**src/rtl/the_pkg.sv**
```systemverilog
// ----------------------------------------------------------------------------
// the_pkg
//   Shared MIPS decode definitions: instruction field positions, opcode and
//   field types, instruction format and queue-state enums, helper functions.
// ----------------------------------------------------------------------------
package the_pkg;

    // Instruction field bit positions
    localparam int unsigned OP_MSB   = 31;
    localparam int unsigned OP_LSB   = 26;
    localparam int unsigned RS_MSB   = 25;
    localparam int unsigned RS_LSB   = 21;
    localparam int unsigned RT_MSB   = 20;
    localparam int unsigned RT_LSB   = 16;
    localparam int unsigned RD_MSB   = 15;
    localparam int unsigned RD_LSB   = 11;
    localparam int unsigned SA_MSB   = 10;
    localparam int unsigned SA_LSB   = 6;
    localparam int unsigned FN_MSB   = 5;
    localparam int unsigned FN_LSB   = 0;
    localparam int unsigned IMM_W    = 16;
    localparam int unsigned TARGET_W = 26;

    typedef logic [4:0] RegInBits;
    typedef logic [4:0] saBits;
    typedef logic [5:0] func_code;

    typedef enum logic [5:0] {
        OP_RTYPE  = 6'h00,
        OP_REGIMM = 6'h01,
        OP_J      = 6'h02,
        OP_JAL    = 6'h03,
        OP_BEQ    = 6'h04,
        OP_BNE    = 6'h05,
        OP_BLEZ   = 6'h06,
        OP_BGTZ   = 6'h07,
        OP_ADDI   = 6'h08,
        OP_ADDIU  = 6'h09,
        OP_SLTI   = 6'h0A,
        OP_SLTIU  = 6'h0B,
        OP_ANDI   = 6'h0C,
        OP_ORI    = 6'h0D,
        OP_XORI   = 6'h0E,
        OP_LUI    = 6'h0F,
        OP_LB     = 6'h20,
        OP_LH     = 6'h21,
        OP_LW     = 6'h23,
        OP_LBU    = 6'h24,
        OP_LHU    = 6'h25,
        OP_SB     = 6'h28,
        OP_SH     = 6'h29,
        OP_SW     = 6'h2B
    } op_code;

    typedef enum logic [1:0] {
        FMT_R = 2'd0,
        FMT_I = 2'd1,
        FMT_J = 2'd2
    } instr_fmt_t;

    typedef enum logic [1:0] {
        Q_EMPTY   = 2'd0,
        Q_PARTIAL = 2'd1,
        Q_FULL    = 2'd2
    } q_state_t;

    function automatic logic is_pow2(input int unsigned v);
        return (v != 0) && ((v & (v - 1)) == 0);
    endfunction

    // True when the raw opcode is one of the op_code members.
    function automatic logic op_is_member(input logic [5:0] v);
        case (v)
            OP_RTYPE, OP_REGIMM, OP_J, OP_JAL, OP_BEQ, OP_BNE, OP_BLEZ,
            OP_BGTZ, OP_ADDI, OP_ADDIU, OP_SLTI, OP_SLTIU, OP_ANDI, OP_ORI,
            OP_XORI, OP_LUI, OP_LB, OP_LH, OP_LW, OP_LBU, OP_LHU, OP_SB,
            OP_SH, OP_SW: return 1'b1;
            default:      return 1'b0;
        endcase
    endfunction

endpackage

```
**src/rtl/decode_fifo.sv**
```systemverilog
// ----------------------------------------------------------------------------
// decode_fifo
//   DEPTH-entry instruction/PC queue with valid/ready on both sides and a
//   synchronous flush. Ready/valid derive only from the occupancy count.
//   Ports:
//     clk, rst_n            clock, asynchronous active-low reset
//     i_flush               clear count and pointers at the edge
//     i_push_valid/o_push_ready, i_ins, i_pc    write side
//     o_pop_valid/i_pop_ready, o_head_ins, o_head_pc  read side (head entry)
// ----------------------------------------------------------------------------
module decode_fifo
    import the_pkg::*;
#(
    parameter int unsigned N     = 32,
    parameter int unsigned PC_W  = 32,
    parameter int unsigned DEPTH = 2
) (
    input  logic            clk,
    input  logic            rst_n,
    input  logic            i_flush,
    input  logic            i_push_valid,
    output logic            o_push_ready,
    input  logic [N-1:0]    i_ins,
    input  logic [PC_W-1:0] i_pc,
    output logic            o_pop_valid,
    input  logic            i_pop_ready,
    output logic [N-1:0]    o_head_ins,
    output logic [PC_W-1:0] o_head_pc
);

    localparam int unsigned AW = (DEPTH > 1) ? $clog2(DEPTH) : 1;
    localparam int unsigned CW = $clog2(DEPTH + 1);

    logic [N-1:0]    r_ins_mem [DEPTH];
    logic [PC_W-1:0] r_pc_mem  [DEPTH];
    logic [AW-1:0]   r_rd_ptr;
    logic [AW-1:0]   r_wr_ptr;
    logic [CW-1:0]   r_count;

    q_state_t w_state;
    logic     w_push;
    logic     w_pop;

    always_comb begin
        w_state = Q_PARTIAL;
        if (r_count == '0)
            w_state = Q_EMPTY;
        else if (r_count == CW'(DEPTH))
            w_state = Q_FULL;
    end

    assign o_push_ready = (w_state != Q_FULL);
    assign o_pop_valid  = (w_state != Q_EMPTY);
    assign w_push       = i_push_valid & o_push_ready;
    assign w_pop        = i_pop_ready  & o_pop_valid;

    assign o_head_ins   = r_ins_mem[r_rd_ptr];
    assign o_head_pc    = r_pc_mem[r_rd_ptr];

    // DEPTH is a power of two, so pointer wrap is the natural AW-bit overflow.
    always_ff @(posedge clk or negedge rst_n) begin
        if (!rst_n) begin
            r_rd_ptr <= '0;
            r_wr_ptr <= '0;
            r_count  <= '0;
            for (int unsigned i = 0; i < DEPTH; i++) begin
                r_ins_mem[i] <= '0;
                r_pc_mem[i]  <= '0;
            end
        end else if (i_flush) begin
            r_rd_ptr <= '0;
            r_wr_ptr <= '0;
            r_count  <= '0;
        end else begin
            if (w_push) begin
                r_ins_mem[r_wr_ptr] <= i_ins;
                r_pc_mem[r_wr_ptr]  <= i_pc;
                r_wr_ptr            <= r_wr_ptr + 1'b1;
            end
            if (w_pop)
                r_rd_ptr <= r_rd_ptr + 1'b1;
            case ({w_push, w_pop})
                2'b10:   r_count <= r_count + 1'b1;
                2'b01:   r_count <= r_count - 1'b1;
                default: r_count <= r_count;
            endcase
        end
    end

endmodule

```
**src/rtl/decode_queue_stage.sv**
```systemverilog
// ----------------------------------------------------------------------------
// decode_queue_stage
//   Decode stage between fetch and register read. Fetched instructions and
//   their PCs are queued in decode_fifo; the head entry is split into fields,
//   classified (R/I/J), its immediate extended and its jump target formed.
//   All decoded outputs, out_pc and illegal read 0 while out_valid is low.
//   Optional: `DECODE_ILLEGAL_CHK_EN flags heads whose opcode is not an
//   op_code member; without it illegal is tied to 0.
//   Ports:
//     clk, rst_n, flush                       clock, async reset, queue clear
//     in_valid/in_ready, in_ins, in_pc        fetch side
//     out_valid/out_ready                     consumer side
//     op, func, rs, rt, rd, sa                instruction fields
//     imm_ext, jtarget, fmt, out_pc, illegal  decode results for the head
// ----------------------------------------------------------------------------
module decode_queue_stage
    import the_pkg::*;
#(
    parameter int unsigned N     = 32,
    parameter int unsigned PC_W  = 32,
    parameter int unsigned XLEN  = 32,
    parameter int unsigned DEPTH = 2
) (
    input  logic            clk,
    input  logic            rst_n,
    input  logic            flush,
    input  logic            in_valid,
    output logic            in_ready,
    input  logic [N-1:0]    in_ins,
    input  logic [PC_W-1:0] in_pc,
    output logic            out_valid,
    input  logic            out_ready,
    output op_code          op,
    output func_code        func,
    output RegInBits        rs,
    output RegInBits        rt,
    output RegInBits        rd,
    output saBits           sa,
    output logic [XLEN-1:0] imm_ext,
    output logic [XLEN-1:0] jtarget,
    output instr_fmt_t      fmt,
    output logic [PC_W-1:0] out_pc,
    output logic            illegal
);

    if (!is_pow2(DEPTH) || DEPTH < 2) begin : g_depth_chk
        $error("decode_queue_stage: DEPTH must be a power of two and >= 2");
    end

    logic [N-1:0]     w_ins;
    logic [PC_W-1:0]  w_head_pc;
    logic             w_valid;
    logic [5:0]       w_op_raw;
    logic [15:0]      w_imm16;
    logic [31:0]      w_lui;
    logic [3:0]       w_pc4_hi;
    logic [31:0]      w_jt32;
    logic [XLEN-1:0]  w_imm_ext;
    instr_fmt_t       w_fmt;
    logic             w_illegal;

    decode_fifo #(
        .N     (N),
        .PC_W  (PC_W),
        .DEPTH (DEPTH)
    ) u_fifo (
        .clk          (clk),
        .rst_n        (rst_n),
        .i_flush      (flush),
        .i_push_valid (in_valid),
        .o_push_ready (in_ready),
        .i_ins        (in_ins),
        .i_pc         (in_pc),
        .o_pop_valid  (w_valid),
        .i_pop_ready  (out_ready),
        .o_head_ins   (w_ins),
        .o_head_pc    (w_head_pc)
    );

    assign out_valid = w_valid;
    assign w_op_raw  = w_ins[OP_MSB:OP_LSB];
    assign w_imm16   = w_ins[IMM_W-1:0];
    assign w_lui     = {w_imm16, 16'h0000};

    // Only the top nibble of pc+4 is needed; the carry out of the low bits
    // still has to propagate, hence the full-width add before the shift.
    assign w_pc4_hi  = 4'((w_head_pc + PC_W'(4)) >> (PC_W - 4));
    assign w_jt32    = {w_pc4_hi, w_ins[TARGET_W-1:0], 2'b00};

    always_comb begin
        case (w_op_raw)
            OP_ANDI, OP_ORI, OP_XORI: w_imm_ext = XLEN'(w_imm16);
            OP_LUI:                   w_imm_ext = XLEN'(w_lui);
            default:                  w_imm_ext = {{(XLEN-16){w_imm16[15]}}, w_imm16};
        endcase
    end

    always_comb begin
        case (w_op_raw)
            OP_RTYPE:      w_fmt = FMT_R;
            OP_J, OP_JAL:  w_fmt = FMT_J;
            default:       w_fmt = FMT_I;
        endcase
    end

`ifdef DECODE_ILLEGAL_CHK_EN
    assign w_illegal = !op_is_member(w_op_raw);
`else
    assign w_illegal = 1'b0;
`endif

    always_comb begin
        op      = OP_RTYPE;
        func    = '0;
        rs      = '0;
        rt      = '0;
        rd      = '0;
        sa      = '0;
        imm_ext = '0;
        jtarget = '0;
        fmt     = FMT_R;
        out_pc  = '0;
        illegal = 1'b0;
        if (w_valid) begin
            op      = op_code'(w_op_raw);
            func    = w_ins[FN_MSB:FN_LSB];
            rs      = w_ins[RS_MSB:RS_LSB];
            rt      = w_ins[RT_MSB:RT_LSB];
            rd      = w_ins[RD_MSB:RD_LSB];
            sa      = w_ins[SA_MSB:SA_LSB];
            imm_ext = w_imm_ext;
            jtarget = XLEN'(w_jt32);
            fmt     = w_fmt;
            out_pc  = w_head_pc;
            illegal = w_illegal;
        end
    end

endmodule

```
**config.mk**
```make
export PLATFORM = sky130hd
export DESIGN_NAME = decode_queue_stage
export DESIGN_NICKNAME = d
export VERILOG_FILES = /design/src/rtl/the_pkg.sv /design/src/rtl/decode_fifo.sv /design/src/rtl/decode_queue_stage.sv
export SDC_FILE = /design/constraint.sdc
export NUM_CORES = 1
export LEC_CHECK = 0
export BUFFER_PORTS_ARGS = -buffer_cell sky130_fd_sc_hd__buf_2
export CAP_MARGIN = 20
export CORE_ASPECT_RATIO = 0.75
export CORE_MARGIN = 4
export CORE_UTILIZATION = 34
export CTS_BUF_LIST = sky130_fd_sc_hd__clkbuf_16
export DETAILED_ROUTE_END_ITERATION = 10
export PLACE_DENSITY = 0.57
export SKIP_CTS_REPAIR_TIMING = 1
export SYNTH_ARGS = -nofsm -noshare
export SYNTH_HDL_FRONTEND = slang
export SYNTH_HIERARCHICAL = 1
export SYNTH_SLANG_ARGS = --single-unit
```
**constraint.sdc**
```tcl
create_clock -name clk -period 3.7 [get_ports clk]
set_clock_uncertainty 0.15 [all_clocks]
set_input_delay 0.37 -clock clk [delete_from_list [all_inputs] [get_ports clk]]
set_output_delay 0.37 -clock clk [all_outputs]
set_load 0.01 [all_outputs]
```
==> results.sh <==
export IMPL_place_gp_congestion=0.725
export IMPL_dieArea_sq_um=23200
export IMPL_status="completed"
export IMPL_cts_buffers=17
export IMPL_cts_tree="yes"
export IMPL_p_clk_share_pct=34.5
export IMPL_grt_pass1_wl_mm=28.0
export IMPL_hold_viol_final=0
export IMPL_synth_warnings=6
export IMPL_slowest_delay_ns=0.63
export IMPL_wl_mm=17.1
export IMPL_maxCapViolCount=0
export IMPL_min_path_type="in -> reg"
export IMPL_dpl_cell_count=984
export IMPL_worst_path_max_fanout=44
export IMPL_p_per_area_nw_per_um2=576
export IMPL_syn_to_final_growth_pct=23.7
export IMPL_vias=4754
export IMPL_p_int_mw=3.66
export IMPL_dr_pass1_iters=4
export IMPL_cts_sinks=132
export IMPL_power_mw=5.05
export IMPL_drt_initial_drc_count=161
export IMPL_core_sq_um=20400
export IMPL_place_ws_ns=0.754
export IMPL_wire_per_inst_um=16.8
export IMPL_final_common_cell="buf_2"
export IMPL_leakage_nw=4.26
export IMPL_vias_per_cell=4.67
export IMPL_overflow=0
export IMPL_clock_path_buffers=2
export IMPL_dp_hpwl_mm=12.0
export IMPL_io_pins=202
export IMPL_fin_area_sq_um=8760
export IMPL_antenna_found_initial=4
export IMPL_ir_worst_vdd_mv=0.240
export IMPL_min_period_ns=3.34
export IMPL_synth_cells=555
export IMPL_cp_arrival_ns=2.82
export IMPL_track_usage_pct=15.1
export IMPL_drc=0
export IMPL_synth_cell_types=41
export IMPL_comb_power_share_pct=26.4
export IMPL_holdWs_ns=0.0466
export IMPL_final_cell_mix="buf_2 (197), mux2_2 (143), dfrtp_1 (131)"
export IMPL_numPortBuffers=198
export IMPL_clk_pin_slew_worst_paths_ns=0.06
export IMPL_cts_root_buf="clkbuf_16"
export IMPL_crit_chain="buf_12 > mux2_2 > nand4_2 > nor4_4 > nand4_1 > mux2_1 > buf_2"
export IMPL_maxSlewHeadroom_pct=60.4
export IMPL_cp_slowest_cell="dfrtp_4"
export IMPL_die_y_um=133
export IMPL_fin_util_pct=43.0
export IMPL_critical_path_required_ns=3.18
export IMPL_layout_drive_gt1_share_pct=60.0
export IMPL_swShare_pct=27.5
export IMPL_fmaxAchievable_mhz=300
export IMPL_layout_cells_non_filler=1018
export IMPL_die_w_um=175
export IMPL_grt_max_degree=82
export IMPL_final_net_count=791
export IMPL_power_frac_seq_pct=39.1
export IMPL_synth_avg_cell_area_sq_um=12.8
export IMPL_num_rows=45
export IMPL_fillers=1930
export IMPL_ant_nets=0
export IMPL_rsz0062_at_grt="false"
export IMPL_start_util_pct=34.8
export IMPL_fin_crit_sh_pct=90.2
export IMPL_p_sw_mw=1.39
export IMPL_worstSetupPathType="reg -> out"
export IMPL_yosysSeqAreaShare_pct=46.6
export IMPL_grt_pass1_vias=5145
export IMPL_setup_tns_ns=0
export IMPL_crit_path_end_kind="output port"
export IMPL_ys_seq_elements=132
export IMPL_cts_max_level=4
export IMPL_worstMarginPinSlew_ns=0.594
export IMPL_clk_latency_ns=0.41
export IMPL_finalSetupViolCount=0
export IMPL_setup_slack_ns=0.363
export IMPL_place_area_sq_um=8140
export IMPL_finalMaxSlewViolations=0
export IMPL_worstSetupStartpointType="flip-flop"
export IMPL_synth_area_sq_um=7090
[metal layers]
metal / wire [um] / global-route usage, %
met3: 879 / 4.34
met2: 8240 / 24.2
met4: 191 / 4.45
met1: 7800 / 20.0
met5: 27 / 0
[cell families after synthesis]
kind of cell              share of synthesized area [%]
muxes                                              33.8
DFF                                                46.6
xor gates and xnor gates                          0.124
buffers and inverters                              5.91
other                                            0.0529
AOI/OAI and AO/OA                                  1.20
and+or+nand+nor                                    12.3
[Yosys cell counts]
| cell | n | area share [%] |
|---|---|---|
| mux2_2 | 143 | 23 |
| dfrtp_1 | 132 | 47 |
| and2_1 | 78 | 6.9 |
| mux2_4 | 50 | 11 |
| nor2_1 | 38 | 2.0 |
| buf_4 | 30 | 3.2 |
| clkbuf_1 | 15 | 0.79 |
| buf_2 | 8 | 0.56 |
| a21oi_1 | 7 | 0.49 |
| buf_6 | 7 | 1.1 |
| nand4_1 | 6 | 0.53 |
| inv_1 | 4 | 0.21 |
| nand2_1 | 4 | 0.21 |
| mux2_1 | 2 | 0.32 |
| nor3b_1 | 2 | 0.21 |
| nor4_4 | 2 | 0.60 |
| o21ai_0 | 2 | 0.14 |
| or2_2 | 2 | 0.18 |
| a21o_1 | 1 | 0.11 |
| a31o_2 | 1 | 0.12 |
| and2_2 | 1 | 0.11 |
| and2b_2 | 1 | 0.12 |
| and3_1 | 1 | 0.088 |
| and3_2 | 1 | 0.11 |
| and4_1 | 1 | 0.12 |
| conb_1 | 1 | 0.053 |
| inv_2 | 1 | 0.053 |
| mux2i_1 | 1 | 0.14 |
| nand2b_1 | 1 | 0.088 |
| nand3_1 | 1 | 0.071 |
| nand3b_1 | 1 | 0.11 |
| nand4_2 | 1 | 0.18 |
| nand4b_1 | 1 | 0.12 |
| nand4bb_1 | 1 | 0.16 |
| nor2_2 | 1 | 0.088 |
| nor2_4 | 1 | 0.16 |
| nor4_1 | 1 | 0.088 |
| o211ai_1 | 1 | 0.11 |
| o21ai_4 | 1 | 0.23 |
| or3_2 | 1 | 0.11 |
| xor2_1 | 1 | 0.12 |
[flip-flops by register name (all words and copies together), names as in the netlist]
signal,flops
u_fifo/r_wr_ptr,1
u_fifo/r_count,2
u_fifo/r_ins_mem,64
u_fifo/r_pc_mem,64
u_fifo/r_rd_ptr,1
[power by group through the flow]
stage	logic (mW)	registers [mW]	clock network, mW
2_1_floorplan	1.00	1.93	0
3_3_place_gp	1.32	1.98	0
3_5_place_dp	1.34	2.00	0
4_1_cts	1.35	1.98	1.79
5_1_grt	1.46	2.02	1.86
6_report	1.33	1.98	1.74
[worst paths after layout]
check | from | end | slack, ns | cells after the start
hold reg to reg | u_fifo/r_ins_mem[0] | u_fifo/r_ins_mem[0] | 0.35 | 1
hold / removal | in_ins[21] | u_fifo/r_ins_mem[53] | 0.05 | 2
setup reg to reg | u_fifo/r_count[0] | u_fifo/r_ins_mem[6] | 1.56 | 5
min in group asynchronous | rst_n | u_fifo/r_ins_mem[53] | 0.31 | 2
setup / recovery | u_fifo/r_rd_ptr | jtarget[31] | 0.36 | 7
max in group asynchronous | rst_n | u_fifo/r_pc_mem[46] | 2.28 | 3
[area by class of cell]
class                      instances  area, sq um  area share [%]
multi-input combinational        360         3370            38.5
antenna                            1         2.50          0.0286
inverter                           5         18.8           0.214
clock inverter                    15          188            2.14
tap                              282          353            4.03
sequential                       132         3310            37.7
timing repair buffer             206         1100            12.5
clock buffer                      17          425            4.85
[critical path: cells and delay by family, from the launching register on]
kind,cells,cell delay (ns)
simple gates,3,0.70
flops,1,0.63
mux,2,0.57
buf+inv,2,0.46
(Power assumes the default switching activity.)
